===== src/rtl/dmem_pkg.sv =====
// Shared types and helpers for the data-memory bridge: FSM states, access
// sizes, request control payload and the alignment check.
package dmem_pkg;

  localparam int unsigned STRB_W = 4;
  localparam int unsigned SIZE_W = 2;

  typedef enum logic [1:0] {
    IDLE = 2'd0,
    REQ  = 2'd1,
    WAIT = 2'd2,
    DONE = 2'd3
  } state_e;

  localparam logic [SIZE_W-1:0] SZ_BYTE = 2'd0;
  localparam logic [SIZE_W-1:0] SZ_HALF = 2'd1;
  localparam logic [SIZE_W-1:0] SZ_WORD = 2'd2;

  // Control fields of one captured bus request.
  typedef struct packed {
    logic              wr;
    logic [SIZE_W-1:0] size;
    logic [STRB_W-1:0] wstrb;
  } req_ctl_t;

  // Half needs addr[0] == 0, word needs addr[1:0] == 0; bytes are always aligned.
  function automatic logic misaligned(input logic [SIZE_W-1:0] size,
                                      input logic [1:0]        addr_lo);
    logic bad;
    bad = 1'b0;
    case (size)
      SZ_HALF: bad = addr_lo[0];
      SZ_WORD: bad = (addr_lo != 2'd0);
      default: bad = 1'b0;
    endcase
    return bad;
  endfunction

endpackage


===== src/rtl/dmem_bridge.sv =====
// M-stage to split-transaction data-bus bridge; one bus transaction per M
// instruction. Optional misalignment exceptions under DMEM_ALIGN_CHECK_EN.
module dmem_bridge
  import dmem_pkg::*;
#(
  parameter int unsigned ADDR_W = 32,
  parameter int unsigned DATA_W = 32
) (
  input  logic              clk,
  input  logic              rst,
  input  logic              memenM,
  input  logic              memwriteM,
  input  logic [1:0]        sizeM,
  input  logic [3:0]        sig_write,
  input  logic [ADDR_W-1:0] aluoutM,
  input  logic [DATA_W-1:0] writedataM,
  input  logic              pipe_adv,
  output logic              stall_mem,
  output logic [DATA_W-1:0] readdataM,
`ifdef DMEM_ALIGN_CHECK_EN
  output logic              adelM,
  output logic              adesM,
`endif
  output logic              data_sram_req,
  output logic              data_sram_wr,
  output logic [1:0]        data_sram_size,
  output logic [ADDR_W-1:0] data_sram_addr,
  output logic [3:0]        data_sram_wstrb,
  output logic [DATA_W-1:0] data_sram_wdata,
  input  logic              data_sram_addr_ok,
  input  logic              data_sram_data_ok,
  input  logic [DATA_W-1:0] data_sram_rdata
);

  state_e            state_q, state_nxt;
  req_ctl_t          ctl_q;
  logic [ADDR_W-1:0] addr_q;
  logic [DATA_W-1:0] wdata_q;
  logic [DATA_W-1:0] rdata_q;
  logic              capture_c;
  logic              latch_c;
  logic              misalign_c;

`ifdef DMEM_ALIGN_CHECK_EN
  assign misalign_c = misaligned(sizeM, aluoutM[1:0]);
  // Exception flags hold for as long as the faulting instruction sits in M.
  assign adelM = rst && (state_q == IDLE) && memenM && misalign_c && !memwriteM;
  assign adesM = rst && (state_q == IDLE) && memenM && misalign_c &&  memwriteM;
`else
  assign misalign_c = 1'b0;
`endif

  // State register.
  always_ff @(posedge clk or negedge rst) begin
    if (!rst) state_q <= IDLE;
    else      state_q <= state_nxt;
  end

  // Next state, stall and register-enable decode.
  always_comb begin
    state_nxt = state_q;
    stall_mem = 1'b0;
    capture_c = 1'b0;
    latch_c   = 1'b0;
    case (state_q)
      IDLE: begin
        // Reset gating keeps stall low while rst is held, even with memenM high.
        if (rst && memenM && !misalign_c) begin
          capture_c = 1'b1;
          stall_mem = 1'b1;
          state_nxt = REQ;
        end
      end
      REQ: begin
        stall_mem = 1'b1;
        if (data_sram_addr_ok) begin
          if (data_sram_data_ok) begin
            latch_c   = !ctl_q.wr;
            state_nxt = DONE;
          end else begin
            state_nxt = WAIT;
          end
        end
      end
      WAIT: begin
        stall_mem = 1'b1;
        if (data_sram_data_ok) begin
          latch_c   = !ctl_q.wr;
          state_nxt = DONE;
        end
      end
      DONE: begin
        if (pipe_adv) state_nxt = IDLE;
      end
      default: state_nxt = IDLE;
    endcase
  end

  // Request payload and load-data registers.
  always_ff @(posedge clk or negedge rst) begin
    if (!rst) begin
      ctl_q   <= '0;
      addr_q  <= '0;
      wdata_q <= '0;
      rdata_q <= '0;
    end else begin
      if (capture_c) begin
        ctl_q.wr    <= memwriteM;
        ctl_q.size  <= sizeM;
        ctl_q.wstrb <= memwriteM ? sig_write : 4'b0000;
        addr_q      <= aluoutM;
        wdata_q     <= writedataM;
      end
      if (latch_c) rdata_q <= data_sram_rdata;
    end
  end

  assign data_sram_req   = (state_q == REQ);
  assign data_sram_wr    = ctl_q.wr;
  assign data_sram_size  = ctl_q.size;
  assign data_sram_wstrb = ctl_q.wstrb;
  assign data_sram_addr  = addr_q;
  assign data_sram_wdata = wdata_q;
  assign readdataM       = rdata_q;

endmodule


===== config.mk =====
export PLATFORM = sky130hd
export DESIGN_NAME = dmem_bridge
export DESIGN_NICKNAME = d
export VERILOG_FILES = /design/src/rtl/dmem_pkg.sv /design/src/rtl/dmem_bridge.sv
export SDC_FILE = /design/constraint.sdc
export NUM_CORES = 1
export LEC_CHECK = 0
export BUFFER_PORTS_ARGS = -buffer_cell sky130_fd_sc_hd__buf_4
export CORE_MARGIN = 1.5
export CORE_UTILIZATION = 34
export DETAILED_ROUTE_END_ITERATION = 6
export HOLD_SLACK_MARGIN = 0.02
export PLACE_DENSITY_LB_ADDON = 0.3
export SLEW_MARGIN = 20
export SYNTH_ARGS = -nofsm -noshare
export SYNTH_HDL_FRONTEND = slang
export SYNTH_SLANG_ARGS = --single-unit
export TNS_END_PERCENT = 50

===== constraint.sdc =====
create_clock -name clk -period 2.11 [get_ports clk]
set_input_delay 0.422 -clock clk [delete_from_list [all_inputs] [get_ports clk]]
set_output_delay 0.422 -clock clk [all_outputs]
set_load 0.03 [all_outputs]

== Word level (Yosys, flattened, before mapping) ==
Cells that the tools add are included.

* Latch bits: 0
* Bits in writable memories: 0
* Input port bits: 109
* Memory bits (read-only): 0
* Logic and storage cells: 32
* Flip-flop bits (word level): 105
* Output and inout port bits: 105
* Memories kept: 0

* Multiplexer cells: 13
* Equality and inequality tests: 7
* Shift operators: 0
* $mul: 0
* Add/subtract/negate cells: 0
* Bitwise logic cells: 0
* Reduce and logical (&&, ||, !) cells: 5
* Divide/modulo/power cells: 0
* $lt $le $gt $ge: 0

{| class="wikitable"
|+ Operators by type and width
! cell !! number
|-
| $mux 2 || 4
|-
| $pmux 2 s4 || 1
|-
| $ne 2x2->1 const B || 3
|-
| $mux 1 || 5
|-
| $eq 2x2->1 const B || 2
|-
| $mux 4 || 1
|-
| $pmux 1 s2 || 2
|-
| $reduce_and 4->1 || 1
|-
| $eq 2x1->1 const B || 1
|-
| $logic_not 2->1 || 1
|-
| $ne 2x1->1 const B || 1
|-
| $reduce_or 2->1 || 1
|-
| $logic_and 1x1->1 || 1
|-
| $logic_not 1->1 || 1
|}

== Depth between registers and ports, before layout ==
Gate-level depths: netlist of the first run.

* Word-level depth: 4
* Gate-level depth with buffers: 7
* Mapped depth without buffers: 5

== Worst setup path after synthesis of the first run ==
No wires, ideal clock.

* Kind: register to output
* Start: register state_q[0]
* End: output stall_mem
* Data required time: 1.688 ns
* Arrival: 1.648 ns
* Path buffers: 2
* Stages on the path, launching flop included: 7
* Slack: 0.040 ns
* Path through: dfrtp_1 > inv_1 > ha_1 > nand3_2 > buf_6 > buf_6 > a21oi_1

* Longest elaborated chain between the ends: 3

{| class="wikitable"
|+ Ends and longest elaborated chain
! element !! line !! RTL
|-
| start: declaration || dmem_bridge.sv:35 || <nowiki>state_e state_q, state_nxt;</nowiki>
|-
| start signal: assignment || dmem_bridge.sv:56 || <nowiki>else state_q <= state_nxt;</nowiki>
|-
| $eq 2x1->1 / $eq 2x2->1 (equally long branches) || dmem_bridge.sv:65 || <nowiki>case (state_q)</nowiki>
|-
| $reduce_or 2->1 (no line) || -- ||
|-
| $pmux 1 s2 (*) || dmem_bridge.sv:65 ||
|-
| end: declaration || dmem_bridge.sv:18 || <nowiki>output logic stall_mem,</nowiki>
|}

Every way passes the cells marked *; elsewhere a longest branch is shown, timed or not.

== Final worst setup path of the first run ==
Same ends and word-level chain as after synthesis.

==> results of run 1 <==
==> cell families after synthesis <==
family | synth area share
DFF | 0.623
muxes | 0.296
and+or+nand+nor | 0.0211
buffers and inverters | 0.0276
AOI/OAI and AO/OA | 0.0154
adders and majority gates | 0.0178
==> sequential cells by signal, indices dropped and copies added, names as in the netlist <==
register,count
data_sram_addr,32
data_sram_wdata,32
data_sram_wstrb,4
readdataM,32
data_sram_wr,1
state_q,2
data_sram_size,2
==> cell type report <==
| class | count | area, um2 |
|---|---|---|
| timing repair buffer | 218 | 1660 |
| clock inverter | 3 | 15.0 |
| fill | 1041 | 5790 |
| tap | 168 | 210 |
| multi-input combinational | 131 | 1490 |
| clock buffer | 13 | 260 |
| inverter | 3 | 11.3 |
| sequential | 105 | 2630 |
==> critical path: stages, from the launching register on <==
cell and delay, ns:
sky130_fd_sc_hd__dfrtp_1 0.43, sky130_fd_sc_hd__inv_2 0.12, sky130_fd_sc_hd__ha_2 0.23, sky130_fd_sc_hd__nand3_4 0.10, sky130_fd_sc_hd__a21oi_1 0.16, sky130_fd_sc_hd__buf_4 0.18
==> power breakdown <==
group,internal (mW),switching (mW)
clock network,0.859,0.681
logic,2.55,3.18
registers,3.03,0.553
total,6.44,4.41
==> metrics by stage <==
| step | instance area (um2) | instances |
|---|---|---|
| floorplan | 4220 | 250 |
| global placement | 5990 | 625 |
| detailed placement | 5990 | 625 |
| CTS | 6270 | 641 |
| global route | 6270 | 641 |
| finish | 6270 | 641 |
==> placed cells by master (no fill, tap or decap), types with 2 or more instances in the layout <==
cell,instances
sky130_fd_sc_hd__dfrtp_1,105
sky130_fd_sc_hd__nor2b_1,3
sky130_fd_sc_hd__clkinv_2,3
sky130_fd_sc_hd__clkbuf_16,9
sky130_fd_sc_hd__buf_4,216
sky130_fd_sc_hd__o21ai_0,4
sky130_fd_sc_hd__mux2_2,58
sky130_fd_sc_hd__clkbuf_1,2
sky130_fd_sc_hd__ha_1,5
sky130_fd_sc_hd__mux2_4,30
sky130_fd_sc_hd__nand2_1,10
sky130_fd_sc_hd__inv_2,2
sky130_fd_sc_hd__clkbuf_8,2
sky130_fd_sc_hd__mux2i_1,2
sky130_fd_sc_hd__mux2_1,11
sky130_fd_sc_hd__a21oi_1,2
sky130_fd_sc_hd__buf_12,2
==> Yosys cell counts (all sizes together) <==
cell type  instances  share of area
ha                 6          0.018
buf               11          0.025
dfrtp            105           0.62
nor2b              3         0.0044
and3               1         0.0015
nor3               1         0.0039
nand2             10         0.0089
o21ai              4         0.0047
a2111oi            1         0.0065
inv                3         0.0027
a211oi             1         0.0018
mux2i              2         0.0047
nand3              1         0.0024
a21oi              2         0.0024
mux2              99           0.29
==> timing repair <==
item / 4_1_cts / 5_1_grt
pin swaps: 0 / 0
endpoints found under the setup margin: 1 / 1
resized for setup: 1 / 2
hold endpoints to repair: 0 / 0
==> per-layer routing <==
metal,track usage,vias to the layer above,routed length (um)
met5,0,-,0
met4,0.0750,0,202
met3,0.0381,12,589
met2,0.252,103,4910
met1,0.178,1388,3800
li1,-,1315,-
==> how the worst max path moves through the flow <==
stage,start,to,slack [ns],depth (start not counted)
after floorplan,state_q[0],stall_mem,0.04,6
final,state_q[0],stall_mem,0.12,5
after CTS,state_q[0],stall_mem,0.03,5
after global routing,state_q[0],stall_mem,0.02,5
after detailed placement,state_q[0],readdataM[9],0.29,6
after global placement,state_q[0],stall_mem,0.37,5
==> flow_metrics.env, run 1 <==
export IMPL_synth_seq_area_share=0.623
export IMPL_leakage_nw=3.17
export IMPL_floorplan_die_area_mm2=0.0131
export IMPL_ys_ff_latch=105
export IMPL_nNetsFinal=583
export IMPL_antenna_found_initial=0
export IMPL_average_wire_length_per_cell_after_detail_routing_um=14.8
export IMPL_n_antenna_cell=0
export IMPL_area_added_between_synthesis_and_finish_pct=48.6
export IMPL_pre_cts_ws_ns=0.291
export IMPL_hold_ws_ns=0.234
export IMPL_ioPinCount=214
export IMPL_first_pass_iters=4
export IMPL_syn_num_nets=365
export IMPL_ctsLongestPathBuffers=2
export IMPL_grt_start_max_net_pins=56
export IMPL_worst_r2r_endpoint="readdataM[21]"
export IMPL_crit_required_ns=1.69
export IMPL_dp_hpwl_mm=7.24
export IMPL_max_freq_ghz=0.503
export IMPL_htree_num_levels=3
export IMPL_floorplan_initialDensity=0.350
export IMPL_clk_pin_slew_worst_setup_hold_paths_ns=0.06
export IMPL_crit_type="reg -> out"
export IMPL_cts_sinks=105
export IMPL_placement_io_buffers=213
export IMPL_core_area_mm2=0.0121
export IMPL_grt_pass1_wl_mm=14.9
export IMPL_final_core_utilization=0.520
export IMPL_placement_rows=40
export IMPL_die_h_um=114
export IMPL_status="complete, no violations"
export IMPL_drcViolationCount=0
export IMPL_mapped_cell_area_mm2=0.00422
export IMPL_dr_first_iter_drc_count=134
export IMPL_cts_setup_buffers=0
export IMPL_post_route_worst_setup_slack_ns=0.123
export IMPL_arrival_ns=1.56
export IMPL_drt_total_wl_mm=9.50
export IMPL_slew_violations=0
export IMPL_worstPathMaxFanout=5
export IMPL_finalSetupViolations=0
export IMPL_synth_distinct_cells=18
export IMPL_setup_reg_to_reg_worst_slack_ns=0.31
export IMPL_unrepaired_setup_endpoints_after_global_routing="false"
export IMPL_post_route_cells_drive_above_1_share=0.689
export IMPL_summed_negative_setup_slack_over_all_endpoints_ns=0
export IMPL_finalPower_mw=10.9
export IMPL_number_of_global_route_vias_before_repair=2902
export IMPL_startpoint_type="flip-flop"
export IMPL_cts_tree="built"
export IMPL_max_cap_viol_count=0
export IMPL_syn_area_per_cell_um2=16.9
export IMPL_cellPowerDensity_mw_per_mm2=1730
export IMPL_horizontal_die_dimension_um=114
export IMPL_total_clock_buffers_created_by_cts=9
export IMPL_cts_root_buffer_cell="sky130_fd_sc_hd__clkbuf_16"
export IMPL_yosysWarningCount=0
export IMPL_tightest_slew_ns=0.680
export IMPL_slew_headroom=0.546
export IMPL_grt_overflow_total=0
export IMPL_period_share=0.941
export IMPL_timing_hold_worst_class="in -> async"
export IMPL_skew_ns=0.00288
export IMPL_vias_per_cell=4.40
export IMPL_worst_r2r_path_depth=6
export IMPL_synthesis_instances=250
export IMPL_finalWeightedCongestion=0.709
export IMPL_dr_total_vias=2818
export IMPL_hold_violations=0
export IMPL_cts_hold_repair_buffers=0
export IMPL_ir_worst_vdd_v=0.000924
export IMPL_clk_latency_ns=0.34
export IMPL_regToRegStartpoint="state_q[0]"
export IMPL_period_minus_slack_ns=1.99
export IMPL_antenna_left=0
export IMPL_worstSetupEndpointType="output pin"
export IMPL_track_usage=0.150
Note: power is estimated with default switching activity, not from simulation.
==> run 2: changes to the inputs <==
==> constraint.sdc (replaced) <==
create_clock -name clk -period 2.2 [get_ports clk]
set_input_delay 0.44 -clock clk [delete_from_list [all_inputs] [get_ports clk]]
set_output_delay 0.44 -clock clk [all_outputs]
set_load 0.03 [all_outputs]
==> flow_metrics.env, run 2 (synthesis gave the netlist of run 1 again) <==
export IMPL_status="complete, no violations"
export IMPL_average_wire_length_per_cell_after_detail_routing_um=15.1
export IMPL_slew_headroom=0.467
export IMPL_area_added_between_synthesis_and_finish_pct=49.5
export IMPL_finalSetupViolations=0
export IMPL_total_clock_buffers_created_by_cts=9
export IMPL_unrepaired_setup_endpoints_after_global_routing="false"
export IMPL_antenna_found_initial=0
export IMPL_crit_required_ns=1.76
export IMPL_floorplan_initialDensity=0.350
export IMPL_nNetsFinal=584
export IMPL_timing_hold_worst_class="in -> async"
export IMPL_horizontal_die_dimension_um=114
export IMPL_core_area_mm2=0.0121
export IMPL_crit_path_cell_trace="inv_1, ha_1, nand3_4, a21oi_1, buf_4"
export IMPL_power_switching_fraction=0.401
export IMPL_final_core_utilization=0.523
export IMPL_slew_violations=0
export IMPL_cell_internal_pwr_mw=6.35
export IMPL_antenna_left=0
export IMPL_n_antenna_cell=0
export IMPL_worstSetupEndpointType="output pin"
export IMPL_hold_ws_ns=0.203
export IMPL_cts_sinks=105
export IMPL_tightest_slew_ns=0.797
export IMPL_post_route_cells_drive_above_1_share=0.677
export IMPL_combinational_share_of_power=0.520
export IMPL_cts_tree="built"
export IMPL_layout_cells_most_common="sky130_fd_sc_hd__buf_4"
export IMPL_ir_worst_vdd_v=0.000692
export IMPL_dr_total_vias=2789
export IMPL_skew_ns=0.00672
export IMPL_leakage_nw=3.19
export IMPL_placement_io_buffers=213
export IMPL_finalWeightedCongestion=0.731
export IMPL_layoutNonFillerInstCount=642
export IMPL_number_of_global_route_vias_before_repair=2961
export IMPL_post_place_cells=625
export IMPL_cellPowerDensity_mw_per_mm2=1680
export IMPL_max_freq_ghz=0.477
export IMPL_clk_pin_slew_worst_setup_hold_paths_ns=0.07
export IMPL_pwr_share_seq=0.323
export IMPL_pwr_share_clk=0.157
export IMPL_dp_hpwl_mm=7.25
export IMPL_ioPinCount=214
export IMPL_vias_per_cell=4.34
export IMPL_startpoint_type="flip-flop"
export IMPL_cts_resized=0
export IMPL_htree_num_levels=3
export IMPL_arrival_ns=1.66
export IMPL_clk_latency_ns=0.34
export IMPL_first_pass_iters=4
export IMPL_dr_first_iter_drc_count=101
export IMPL_cts_root_buffer_cell="sky130_fd_sc_hd__clkbuf_16"
export IMPL_worstPathMaxFanout=5
export IMPL_track_usage=0.150
export IMPL_period_minus_slack_ns=2.10
export IMPL_crit_type="reg -> out"
export IMPL_grt_start_max_net_pins=61
export IMPL_hold_violations=0
export IMPL_critPathMaxStageDelay_ns=0.43
export IMPL_floorplan_die_area_mm2=0.0131
export IMPL_period_share=0.953
export IMPL_grt_overflow_total=0
export IMPL_die_h_um=114
export IMPL_max_cap_viol_count=0
export IMPL_drt_total_wl_mm=9.70
export IMPL_final_cell_mix="sky130_fd_sc_hd__buf_4 (216), sky130_fd_sc_hd__dfrtp_1 (105), sky130_fd_sc_hd__mux2_2 (58), sky130_fd_sc_hd__mux2_4 (30), sky130_fd_sc_hd__mux2_1 (11)"
export IMPL_ctsLongestPathBuffers=2
export IMPL_summed_negative_setup_slack_over_all_endpoints_ns=0
export IMPL_placement_rows=40
export IMPL_power_switching_mw=4.26
export IMPL_drcViolationCount=0
export IMPL_critPathSlowestCell="sky130_fd_sc_hd__dfrtp_1"
export IMPL_grt_pass1_wl_mm=15.0
-- run 2: what timing repair did --
item | in CTS | in global routing
hold endpoints to repair | 18 | 0
hold buffers | 1 | 0
setup buffers | 0 | 0
-- run 2: final cells by class --
type	instances	area, um2
multi-input cells	131	1480
clock buffers	13	240
clock inverters	3	65.1
flip-flops and latches	105	2630
inverters	3	11.3
well taps	168	210
repair buffers	219	1670
fillers	1031	5750
-- run 2: power by group through the flow --
| stage | clock network, mW | logic (mW) | registers [mW] |
|---|---|---|---|
| after global placement | 0 | 5.47 | 3.43 |
| final | 1.67 | 5.52 | 3.42 |
| after global routing | 1.81 | 5.78 | 3.56 |
| after CTS | 1.73 | 5.58 | 3.43 |
| after floorplan | 0 | 1.58 | 5.32 |
| after detailed placement | 0 | 5.57 | 3.46 |
-- run 2: worst max-delay path, delay by kind of cell (launching register included) --
family | cells | cell delay, ns
AOI/OAI and AO/OA | 1 | 0.16
adders and majority gates | 1 | 0.28
buffers and inverters | 2 | 0.34
DFF | 1 | 0.43
and+or+nand+nor | 1 | 0.12
-- run 2: through the flow --
stage / cell area [um2] / setup WS [ns] / power, mW
floorplan: 4220 / 0.112 / 6.90
global placement: 5990 / 0.464 / 8.90
detailed placement: 5990 / 0.382 / 9.03
CTS: 6310 / 0.0782 / 10.7
global route: 6310 / 0.00647 / 11.1
finish: 6310 / 0.103 / 10.6
-- run 2: final timing paths --
path	startpoint	to	slack (ns)	cells after the start
worst min register to register	readdataM[1]	readdataM[1]	0.49	1
worst max-delay path	state_q[0]	stall_mem	0.10	5
max in group asynchronous	rst	data_sram_size[1]	0.92	2
worst max register to register	state_q[0]	readdataM[3]	0.38	6
worst min-delay path	rst	data_sram_wr	0.20	2
min in group clk	aluoutM[16]	data_sram_addr[16]	0.31	2
-- run 2: layer usage --
layer	wire length, um	part of all wire	GRT usage
met5	0	0	0
met4	190	0.020	0.0717
met3	581	0.060	0.0371
met2	4990	0.51	0.255
met1	3940	0.41	0.179
==> run 3: changes to the inputs <==
==> constraint.sdc (replaced) <==
create_clock -name clk -period 1.76 [get_ports clk]
set_input_delay 0.352 -clock clk [delete_from_list [all_inputs] [get_ports clk]]
set_output_delay 0.352 -clock clk [all_outputs]
set_load 0.03 [all_outputs]
==> flow_metrics.env, run 3 (synthesis gave the netlist of run 1 again) <==
export IMPL_status="complete, no violations"
export IMPL_clk_pin_slew_worst_setup_hold_paths_ns=0.07
export IMPL_first_pass_iters=4
export IMPL_skew_ns=0.00654
export IMPL_cts_tree="built"
export IMPL_dr_first_iter_drc_count=92
export IMPL_design_area_mm2=0.00644
export IMPL_crit_required_ns=1.41
export IMPL_placement_rows=40
export IMPL_nNetsFinal=592
export IMPL_timing_critical_path_max_delay_family="flip-flops"
export IMPL_number_of_global_route_vias_before_repair=3015
export IMPL_area_added_between_synthesis_and_finish_pct=52.6
export IMPL_clk_latency_ns=0.34
export IMPL_leakage_nw=3.23
export IMPL_ir_worst_vdd_v=0.00112
export IMPL_worst_r2r_path_depth=6
export IMPL_core_area_mm2=0.0121
export IMPL_cts_root_buffer_cell="sky130_fd_sc_hd__clkbuf_16"
export IMPL_startpoint_type="flip-flop"
export IMPL_hold_violations=0
export IMPL_critPathSlowestCell="sky130_fd_sc_hd__dfrtp_2"
export IMPL_cellPowerDensity_mw_per_mm2=2100
export IMPL_crit_type="reg -> out"
export IMPL_ioPinCount=214
export IMPL_track_usage=0.151
export IMPL_arrival_ns=1.37
export IMPL_placement_io_buffers=213
export IMPL_final_cell_mix="sky130_fd_sc_hd__buf_4 (223), sky130_fd_sc_hd__dfrtp_1 (104), sky130_fd_sc_hd__mux2_2 (57), sky130_fd_sc_hd__mux2_4 (31), sky130_fd_sc_hd__mux2_1 (11)"
export IMPL_die_h_um=114
export IMPL_nFillCells=1024
export IMPL_floorplan_die_area_mm2=0.0131
export IMPL_n_antenna_cell=0
export IMPL_dr_total_vias=2854
export IMPL_post_route_cells_drive_above_1_share=0.710
export IMPL_drt_total_wl_mm=9.68
export IMPL_average_wire_length_per_cell_after_detail_routing_um=14.9
export IMPL_timing_hold_worst_class="in -> async"
export IMPL_grt_overflow_total=0
export IMPL_grt_start_max_net_pins=84
export IMPL_cts_hold_repair_buffers=0
export IMPL_slew_violations=0
export IMPL_ctsLongestPathBuffers=2
export IMPL_finalWeightedCongestion=0.766
export IMPL_finalSetupViolations=0
export IMPL_crit_path_cell_trace="inv_4, ha_4, nand3_4, a21oi_4, buf_6"
export IMPL_summed_negative_setup_slack_over_all_endpoints_ns=0
export IMPL_placed_cell_area_mm2=0.00606
export IMPL_setup_reg_to_reg_worst_slack_ns=0.07
export IMPL_dp_hpwl_mm=7.27
export IMPL_layout_cells_most_common="sky130_fd_sc_hd__buf_4"
export IMPL_antenna_left=0
export IMPL_critical_path_n_buffers_inverters=2
export IMPL_max_freq_ghz=0.580
export IMPL_regToRegStartpoint="state_q[0]"
export IMPL_horizontal_die_dimension_um=114
export IMPL_vias_per_cell=4.39
export IMPL_unrepaired_setup_endpoints_after_global_routing="true"
export IMPL_floorplan_initialDensity=0.350
export IMPL_worst_r2r_endpoint="readdataM[11]"
export IMPL_grt_pass1_wl_mm=15.1
export IMPL_period_minus_slack_ns=1.72
export IMPL_total_clock_buffers_created_by_cts=9
export IMPL_slew_headroom=0.507
export IMPL_cts_sinks=105
export IMPL_antenna_found_initial=0
export IMPL_critPathMaxStageDelay_ns=0.42
export IMPL_htree_num_levels=3
export IMPL_max_cap_viol_count=0
export IMPL_drcViolationCount=0
export IMPL_worstPathMaxFanout=4
export IMPL_worstSetupEndpointType="output pin"
export IMPL_period_share=0.979
export IMPL_tightest_slew_ns=0.739
==> run 3: cell count changes in the layout (fill, tap and decap cells not counted), moves of 3 or more <==
cell,previous run,this run
sky130_fd_sc_hd__inv_1,3,0
sky130_fd_sc_hd__clkbuf_1,4,0
sky130_fd_sc_hd__clkinv_4,0,3
sky130_fd_sc_hd__ha_1,6,3
sky130_fd_sc_hd__buf_4,216,223
sky130_fd_sc_hd__ha_4,0,3
==> run 3: layout make-up <==
class                   count  area, um2  area share
flip-flops and latches    105       2630       0.408
repair buffers            227       1740       0.270
inverters                   3       13.8     0.00214
clock buffers              10        239      0.0371
well taps                 168        210      0.0326
clock inverters             6       75.1      0.0117
multi-input cells         131       1540       0.239
==> run 3: what timing repair did <==
action	in CTS	in global routing
gates resized for setup	8	1
setup endpoints to repair	1	34
cloned	0	0
pin swaps	2	2
buffers inserted	2	2
==> run 3: worst register-to-register path, stage by stage, from the launching register on <==
cell and delay, ns:
sky130_fd_sc_hd__dfrtp_2 0.39, sky130_fd_sc_hd__inv_4 0.05, sky130_fd_sc_hd__ha_4 0.26, sky130_fd_sc_hd__nand2_1 0.08, sky130_fd_sc_hd__nor3_4 0.20, sky130_fd_sc_hd__buf_12 0.23
sky130_fd_sc_hd__mux2_2 0.37
==> run 3: how the worst max path moves through the flow <==
stage	startpoint	endpoint	slack [ns]	cells past startpoint
6_report	state_q[0]	stall_mem	0.04	5
5_1_grt	state_q[1]	stall_mem	-0.04	5
4_1_cts	state_q[0]	stall_mem	0.003	5
3_5_place_dp	state_q[1]	readdataM[23]	0.04	6
3_3_place_gp	state_q[1]	readdataM[12]	0.08	6
2_1_floorplan	state_q[1]	readdataM[11]	0.01	6
==> run 3: report_power, final <==
part           internal (mW)  total [mW]  leakage [nW]  switching (mW)
Combinational           3.25        7.16          1.82            3.91
Sequential              3.64        4.30          1.26           0.669
Clock                   1.16        2.06         0.151           0.906
==> run 3: stage by stage <==
stage / hold slack, ns / power [mW] / instances / setup slack (ns) / util
floorplan: 0.0564 / 8.70 / 250 / 0.0108 / -
global placement: 0.413 / 11.3 / 630 / 0.0809 / 0.502
detailed placement: 0.415 / 11.4 / 630 / 0.0417 / 0.502
CTS: 0.0385 / 13.7 / 648 / 0.00275 / 0.532
global route: 0.0637 / 14.2 / 650 / -0.0390 / 0.534
finish: 0.0401 / 13.5 / 650 / 0.0364 / 0.534
==> run 3: routing by layer <==
metal,GRT usage,share of wire,vias to the layer above
met5,0,0,-
li1,-,-,1327
met2,0.258,0.52,107
met3,0.0445,0.063,13
met1,0.175,0.40,1407
met4,0.0683,0.020,0
